### config.mk
export PLATFORM = sky130hd
export DESIGN_NAME = mem_arbiter
export DESIGN_NICKNAME = d
export VERILOG_FILES = /design/src/rtl/mem_pkg.sv /design/src/rtl/rsp_tag_pipe.sv /design/src/rtl/mem_arbiter.sv
export SDC_FILE = /design/constraint.sdc
export NUM_CORES = 1
export LEC_CHECK = 0
export CORE_UTILIZATION = 21
export CTS_CLUSTER_DIAMETER = 30
export DETAILED_ROUTE_END_ITERATION = 6
export HOLD_SLACK_MARGIN = 0.1
export PLACE_DENSITY = 0.81
export RECOVER_POWER = 50
export SETUP_SLACK_MARGIN = 0.5
export SLEW_MARGIN = 20
export SYNTH_ARGS = -nofsm -noshare
export SYNTH_HDL_FRONTEND = slang
export SYNTH_SLANG_ARGS = --single-unit
### constraint.sdc
create_clock -name clk -period 2.1 [get_ports clk]
set_input_delay 0.42 -clock clk [delete_from_list [all_inputs] [get_ports clk]]
set_output_delay 0.42 -clock clk [all_outputs]
set_load 0.1 [all_outputs]
### src/rtl/mem_pkg.sv
// mem_pkg: shared widths and response-tag types for the memory arbiter.
package mem_pkg;
    localparam int ADDR_W = 15;
    localparam int DATA_W = 16;

    typedef enum logic {
        SRC_IF = 1'b0,
        SRC_D  = 1'b1
    } src_t;

    typedef struct packed {
        logic valid;
        src_t src;
    } tag_t;
endpackage

### src/rtl/rsp_tag_pipe.sv
// rsp_tag_pipe: RD_LAT-deep shift register of read tags, aligned with the memory read latency.
module rsp_tag_pipe import mem_pkg::*; #(
    parameter int RD_LAT = 1
) (
    input  logic clk,
    input  logic rst_n,
    input  tag_t tag_in,
    output tag_t tag_out,
    output logic busy
);
    tag_t [RD_LAT-1:0] stages;

    always_ff @(posedge clk) begin
        if (!rst_n) begin
            stages <= '0;
        end else begin
            stages[0] <= tag_in;
            for (int i = 1; i < RD_LAT; i++) stages[i] <= stages[i-1];
        end
    end

    assign tag_out = stages[RD_LAT-1];

    always_comb begin
        busy = 1'b0;
        for (int i = 0; i < RD_LAT; i++) busy = busy | stages[i].valid;
    end
endmodule

### src/rtl/mem_arbiter.sv
// mem_arbiter: shares one single-port memory between fetch and load/store, D-priority with
// a starvation limit that forces a fetch grant, and routes read data back by tag.
module mem_arbiter #(
    parameter int ADDR_W     = mem_pkg::ADDR_W,
    parameter int DATA_W     = mem_pkg::DATA_W,
    parameter int RD_LAT     = 1,
    parameter int STARVE_MAX = 4
) (
    input  logic              clk,
    input  logic              rst_n,
    input  logic              halt,
    input  logic              if_req_valid,
    output logic              if_req_ready,
    input  logic [ADDR_W-1:0] if_req_addr,
    output logic              if_rsp_valid,
    output logic [DATA_W-1:0] if_rsp_data,
    input  logic              d_req_valid,
    output logic              d_req_ready,
    input  logic              d_req_we,
    input  logic [ADDR_W-1:0] d_req_addr,
    input  logic [DATA_W-1:0] d_req_wdata,
    output logic              d_rsp_valid,
    output logic [DATA_W-1:0] d_rsp_data,
    output logic              mem_en,
    output logic              mem_we,
    output logic [ADDR_W-1:0] mem_addr,
    output logic [DATA_W-1:0] mem_wdata,
    input  logic [DATA_W-1:0] mem_rdata,
    output logic              busy
);
    import mem_pkg::*;

    localparam int CW = $clog2(STARVE_MAX + 1);

    logic [CW-1:0] starve_cnt;
    logic          force_if, grant_d, grant_if;
    tag_t          tag_in, tag_out;

    assign force_if = starve_cnt == CW'(STARVE_MAX);
    // rst_n gating keeps every command and handshake quiet while reset is held
    assign grant_d  = rst_n & d_req_valid & ~halt & ~(force_if & if_req_valid);
    assign grant_if = rst_n & if_req_valid & ~halt & ~grant_d;

    assign if_req_ready = grant_if;
    assign d_req_ready  = grant_d;
    assign mem_en       = grant_if | grant_d;
    assign mem_we       = grant_d & d_req_we;
    assign mem_addr     = grant_d ? d_req_addr : grant_if ? if_req_addr : '0;
    assign mem_wdata    = mem_we ? d_req_wdata : '0;

    always_ff @(posedge clk) begin
        if (!rst_n)
            starve_cnt <= '0;
        else if (!halt)
            starve_cnt <= (grant_if || !if_req_valid) ? '0 :
                          (grant_d && !force_if) ? starve_cnt + 1'b1 : starve_cnt;
    end

    always_comb begin
        tag_in.valid = mem_en & ~mem_we;
        tag_in.src   = grant_d ? SRC_D : SRC_IF;
    end

    rsp_tag_pipe #(.RD_LAT(RD_LAT)) u_tags (
        .clk    (clk),
        .rst_n  (rst_n),
        .tag_in (tag_in),
        .tag_out(tag_out),
        .busy   (busy)
    );

    assign if_rsp_valid = rst_n & tag_out.valid & (tag_out.src == SRC_IF);
    assign d_rsp_valid  = rst_n & tag_out.valid & (tag_out.src == SRC_D);
    assign if_rsp_data  = if_rsp_valid ? mem_rdata : '0;
    assign d_rsp_data   = d_rsp_valid ? mem_rdata : '0;
endmodule
==> impl_results.md, run 1 <==
* Clock root cell: sky130_fd_sc_hd__clkbuf_8
* Number of levels in the clock H-tree at 1
* Die width at 63.4 um
* Seq cells post-synth at 5
* Setup fix buffers added after clock tree synthesis at 5
* Avg Synthesized Cell Area at 7.53 um^2
* Netlist area before placement at 791 um^2
* Stop Error: [ERROR DPL-0038] Utilization greater than 100%, impossible to legalize
* Total CTS buffers at 3
* Cell type contributing the most total cell area after synthesis: sky130_fd_sc_hd__and2_1
* Leading post-synthesis cells by instance count: sky130_fd_sc_hd__and2_1 (33), sky130_fd_sc_hd__and3_1 (19), sky130_fd_sc_hd__a22o_1 (15)
* Share of async-settable or async-resettable flops after synthesis at 0%
* Number of distinct library cell variants in the gate-level netlist after synthesis at 26
* Fraction of post-synthesis cell area in the top cell type by area at 26.1%
* Stop stage: clock tree synthesis
* Post-CTS sizing at 55
* Number of clock sinks at 5
* Setup slack after placement at -0.317 ns
* Top cells by area, synth: sky130_fd_sc_hd__and2_1 (26%), sky130_fd_sc_hd__a22o_1 (17%), sky130_fd_sc_hd__and3_1 (15%), sky130_fd_sc_hd__dfxtp_1 (13%), sky130_fd_sc_hd__buf_6 (5.7%)
* EDFF count, synth at 0
* HPWL after detailed placement at 5450 um
* Num rows at 21
* Count leader, synth: sky130_fd_sc_hd__and2_1
* Number of primary I/O pins at 138
* Post-Synthesis Net Count at 175
* Clk buf depth at 2
* Port Buffer Count at 137
* Synthesis warning total at 0
* Initial core utilization at 22.8%
* Height of the die at 63.4 um
* Top_reg_cell synth: sky130_fd_sc_hd__dfxtp_1
* Hold-fix buffer count after cts at 0
* Share of synthesized area occupied by flip-flops and latches at 12.7%
* Gate count after technology mapping at 105
* Run status: aborted with a tool error
* Final weighted congestion in routability-driven placement at 0.799
==> logic make-up after synthesis <==
kind of cell             synth area share (%)
AO/OA/AOI/OAI                            23.7
adder cells (fa/ha/maj)                  3.16
buffers and inverters                    9.81
flip-flops                               12.7
AND/OR/NAND/NOR                          50.6
==> through the flow <==
stage               TNS (ns)  instance area [um^2]  std cells  util (%)  hold slack, ns
detailed placement    -11.74                  3300        296      95.2           0.582
global placement       -6.90                  3300        296      95.2           0.496
floorplan                  0                  1160        105         -           0.481
==> inputs of run 2 (changes only) <==
--- a/config.mk
+++ b/config.mk
@@ -5,13 +5,10 @@
 export SDC_FILE = /design/constraint.sdc
 export NUM_CORES = 1
 export LEC_CHECK = 0
-export CORE_UTILIZATION = 21
-export CTS_CLUSTER_DIAMETER = 30
+export CORE_UTILIZATION = 20
 export DETAILED_ROUTE_END_ITERATION = 6
-export HOLD_SLACK_MARGIN = 0.1
-export PLACE_DENSITY = 0.81
+export PLACE_DENSITY_LB_ADDON = 0.15
 export RECOVER_POWER = 50
-export SETUP_SLACK_MARGIN = 0.5
 export SLEW_MARGIN = 20
 export SYNTH_ARGS = -nofsm -noshare
 export SYNTH_HDL_FRONTEND = slang
==> impl_results.md, run 2 <==
* Run status: complete, but fails checks
* Violations in the final reports: setup timing
* Worst-case reg-to-reg path depth at 7
* Leading cell type in the layout, fill and taps excluded: sky130_fd_sc_hd__buf_12
* Routed Wire Length at 6230 um
* GR Overflow Total at 0
* Clock root cell: sky130_fd_sc_hd__clkbuf_8
* Fillers at 107
* Crit-path max FO at 8
* Slowest stage cell on the critical path: sky130_fd_sc_hd__clkdlybuf4s15_1
* Number of primary I/O pins at 138
* Number of DRC markers after the initial detailed-route iteration at 52
* Via count of the first global-routing pass at 1710
* Remaining antenna violation count at 0
* Gate count after technology mapping at 105
* Final period utilization at 102%
* Antenna diode count at 0
* Count of unresolved DRC violations after routing at 0
* Highest clock frequency the design can meet at 0.467 GHz
* Number of clock sinks at 5
* Synthesis warning total at 0
* Delay of the slowest cell on the worst path at 0.27 ns
* HPWL after detailed placement at 4200 um
* Initial core utilization at 21.3%
* Crit end category: output port
* Core footprint at 3720 um^2
* Share of synthesized area occupied by flip-flops and latches at 12.7%
* Post-route cell area at 3450 um^2
* Worst path required time at 1.68 ns
* Hold_sp: starve_cnt[1]
* Highest ir drop seen on vdd at 0.196 mV
* Avg Synthesized Cell Area at 7.53 um^2
* Number of detailed-routing iterations run before antenna repair at 4
* Clk buf depth at 2
* Num rows at 22
* Post-route clock skew at 0.00130 ns
* Antenna violations before repair at 0
* Die Area at 4210 um^2
* Reg2Reg Launch Point: starve_cnt[0]
* Critical path startpoint category: input pin
* Top cells by area, synth: sky130_fd_sc_hd__and2_1 (26%), sky130_fd_sc_hd__a22o_1 (17%), sky130_fd_sc_hd__and3_1 (15%), sky130_fd_sc_hd__dfxtp_1 (13%), sky130_fd_sc_hd__buf_6 (5.7%)
* Max-cap violation count at 0
* Share of async-settable or async-resettable flops after synthesis at 0%
* Cell area after placement at 3120 um^2
* Final number of setup-violating endpoints at 21
* Worst hold-check path type: reg2reg
* Via-per-instance ratio at 4.98
* Fraction of post-synthesis cell area in the top cell type by area at 26.1%
* Min Tclk post-route at 2.14 ns
* Leading post-synthesis cells by instance count: sky130_fd_sc_hd__and2_1 (33), sky130_fd_sc_hd__and3_1 (19), sky130_fd_sc_hd__a22o_1 (15)
* Final weighted congestion in routability-driven placement at 0.805
* Height of the die at 64.9 um
* WL/cell at 20.5 um
* Instance count after placement with tap cells included at 296
* CP delay by family, top: buffers and inverters
* Post-route worst hold slack at 0.563 ns
* Final Hold Viols at 0
* Final Non-Filler Cells at 304
* Total CTS buffers at 3
* Number of levels in the clock H-tree at 1
* Sequential cell area at 109 um^2
* Critical path, cell by cell: clkdlybuf4s15_1, nand3b_1, a21oi_4, clkbuf_16, a22o_4, buf_12
* EDFF count, synth at 0
* Post-Synthesis Net Count at 175
* Netlist area before placement at 791 um^2
* Layout cells sized above 1 at 59.4%
* Area growth syn-to-layout at 336%
* Area of combinational cells with multiple inputs at 902 um^2
* Number of nets in the layout at 327
* Slack of the worst reg-to-reg path at 0.65 ns
* Top_reg_cell synth: sky130_fd_sc_hd__dfxtp_1
* Commonest cells after routing, fill and taps aside: sky130_fd_sc_hd__buf_12 (72), sky130_fd_sc_hd__clkdlybuf4s50_1 (63), sky130_fd_sc_hd__and2_4 (19)
* Worst skew pair latency at 0.22 ns
* Port Buffer Count at 137
* Worst reg2reg path endpoint: u_tags.busy
* Via count at 1513
* Cell Pwr Density at 264 nW/um^2
* Hold-fix buffer count after cts at 0
* First-pass GRT wire length at 8550 um
* Setup ws final at -0.0427 ns
* Data arrival at the endpoint of the critical path at 1.72 ns
* GRT Overall Usage at 26.9%
* CP Buf/Inv Count at 3
* Number of distinct library cell variants in the gate-level netlist after synthesis at 26
* Leakage power summed over all cells at 1.45 nW
* Worst slew margin at 81.4%
* Seq cells post-synth at 5
* Pin count of the biggest net entering global routing at 18
* Die width at 64.9 um
* Cell type contributing the most total cell area after synthesis: sky130_fd_sc_hd__and2_1
* Cell depth of the worst hold path at 2
* Max Transition Viols Final at 0
* Number of cells on the critical path at 6
* RSZ-0062 raised after global routing: true
* Register with the most flip-flops: starve_cnt
* Number of flip-flops in the largest register at 3
* Worst slew pin tran at 0.282 ns
* Hold endpoint: starve_cnt[1]
* Setup slack after placement at -0.211 ns
* Critical path class: in2out
* Post-CTS clock slew at the launch and capture registers of the worst setup and hold paths at 0.04 ns
* Utilization after layout at 92.8%
* Count leader, synth: sky130_fd_sc_hd__and2_1
* TritonCTS clock tree: done
[run 2: cell counts after synthesis]
Identical to the previous run, type by type.
[run 2: kinds of logic after synthesis]
logic type	synth area share [%]
simple gates	50.6
flops	12.7
compound gates	23.7
buf+inv	9.81
fa+ha+maj	3.16
[run 2: area by class of cell]
| cell class | count | share of cell area [%] |
|---|---|---|
| clock buffers | 4 | 1.31 |
| inverters | 2 | 0.290 |
| multi-input cells | 89 | 26.2 |
| flip-flops and latches | 5 | 3.16 |
| well taps | 48 | 1.74 |
| repair buffers | 156 | 67.3 |
[run 2: repair_timing]
action	in CTS	in global routing
resized for setup	31	15
cloned	2	2
pin swaps	4	23
endpoints found under the hold margin	0	0
buffers inserted	0	0
endpoints found under the setup margin	67	37
[run 2: tightest hold or removal path, delay by kind of cell, from the launching register on]
kind / cells / cell delay (ns)
and+or+nand+nor: 1 / 0.12
AOI/OAI and AO/OA: 1 / 0.06
DFF: 1 / 0.34
[run 2: metal layers]
layer | global-route usage (%) | up-vias | share of wire, %
met5 | 0 | - | 0
met4 | 5.00 | 0 | 3.0
met3 | 12.5 | 18 | 11
met2 | 57.7 | 117 | 55
met1 | 21.0 | 699 | 31
li1 | - | 679 | -
[run 2: worst max path at each step]
| stage | end | slack (ns) | startpoint |
|---|---|---|---|
| detailed placement | mem_addr[2] | -0.21 | halt |
| floorplan | mem_addr[12] | -0.13 | starve_cnt[0] |
| global placement | mem_addr[7] | -0.18 | halt |
| finish | mem_addr[12] | -0.04 | halt |
| global route | mem_wdata[10] | -0.07 | starve_cnt[0] |
| CTS | mem_wdata[3] | 0.002 | starve_cnt[0] |
[run 2: per-stage QoR]
stage | power (mW) | TNS (ns)
floorplan | 0.385 | -0.887
global placement | 0.671 | -7.32
detailed placement | 0.681 | -9.48
CTS | 0.889 | 0
global route | 0.941 | -1.29
finish | 0.911 | -0.405
[run 2: where the power goes]
group / internal (mW) / switching [mW]
clock network: 0.131 / 0.0499
registers: 0.0971 / 0.00332
logic: 0.294 / 0.336
Power figures use the tool's default switching activity.
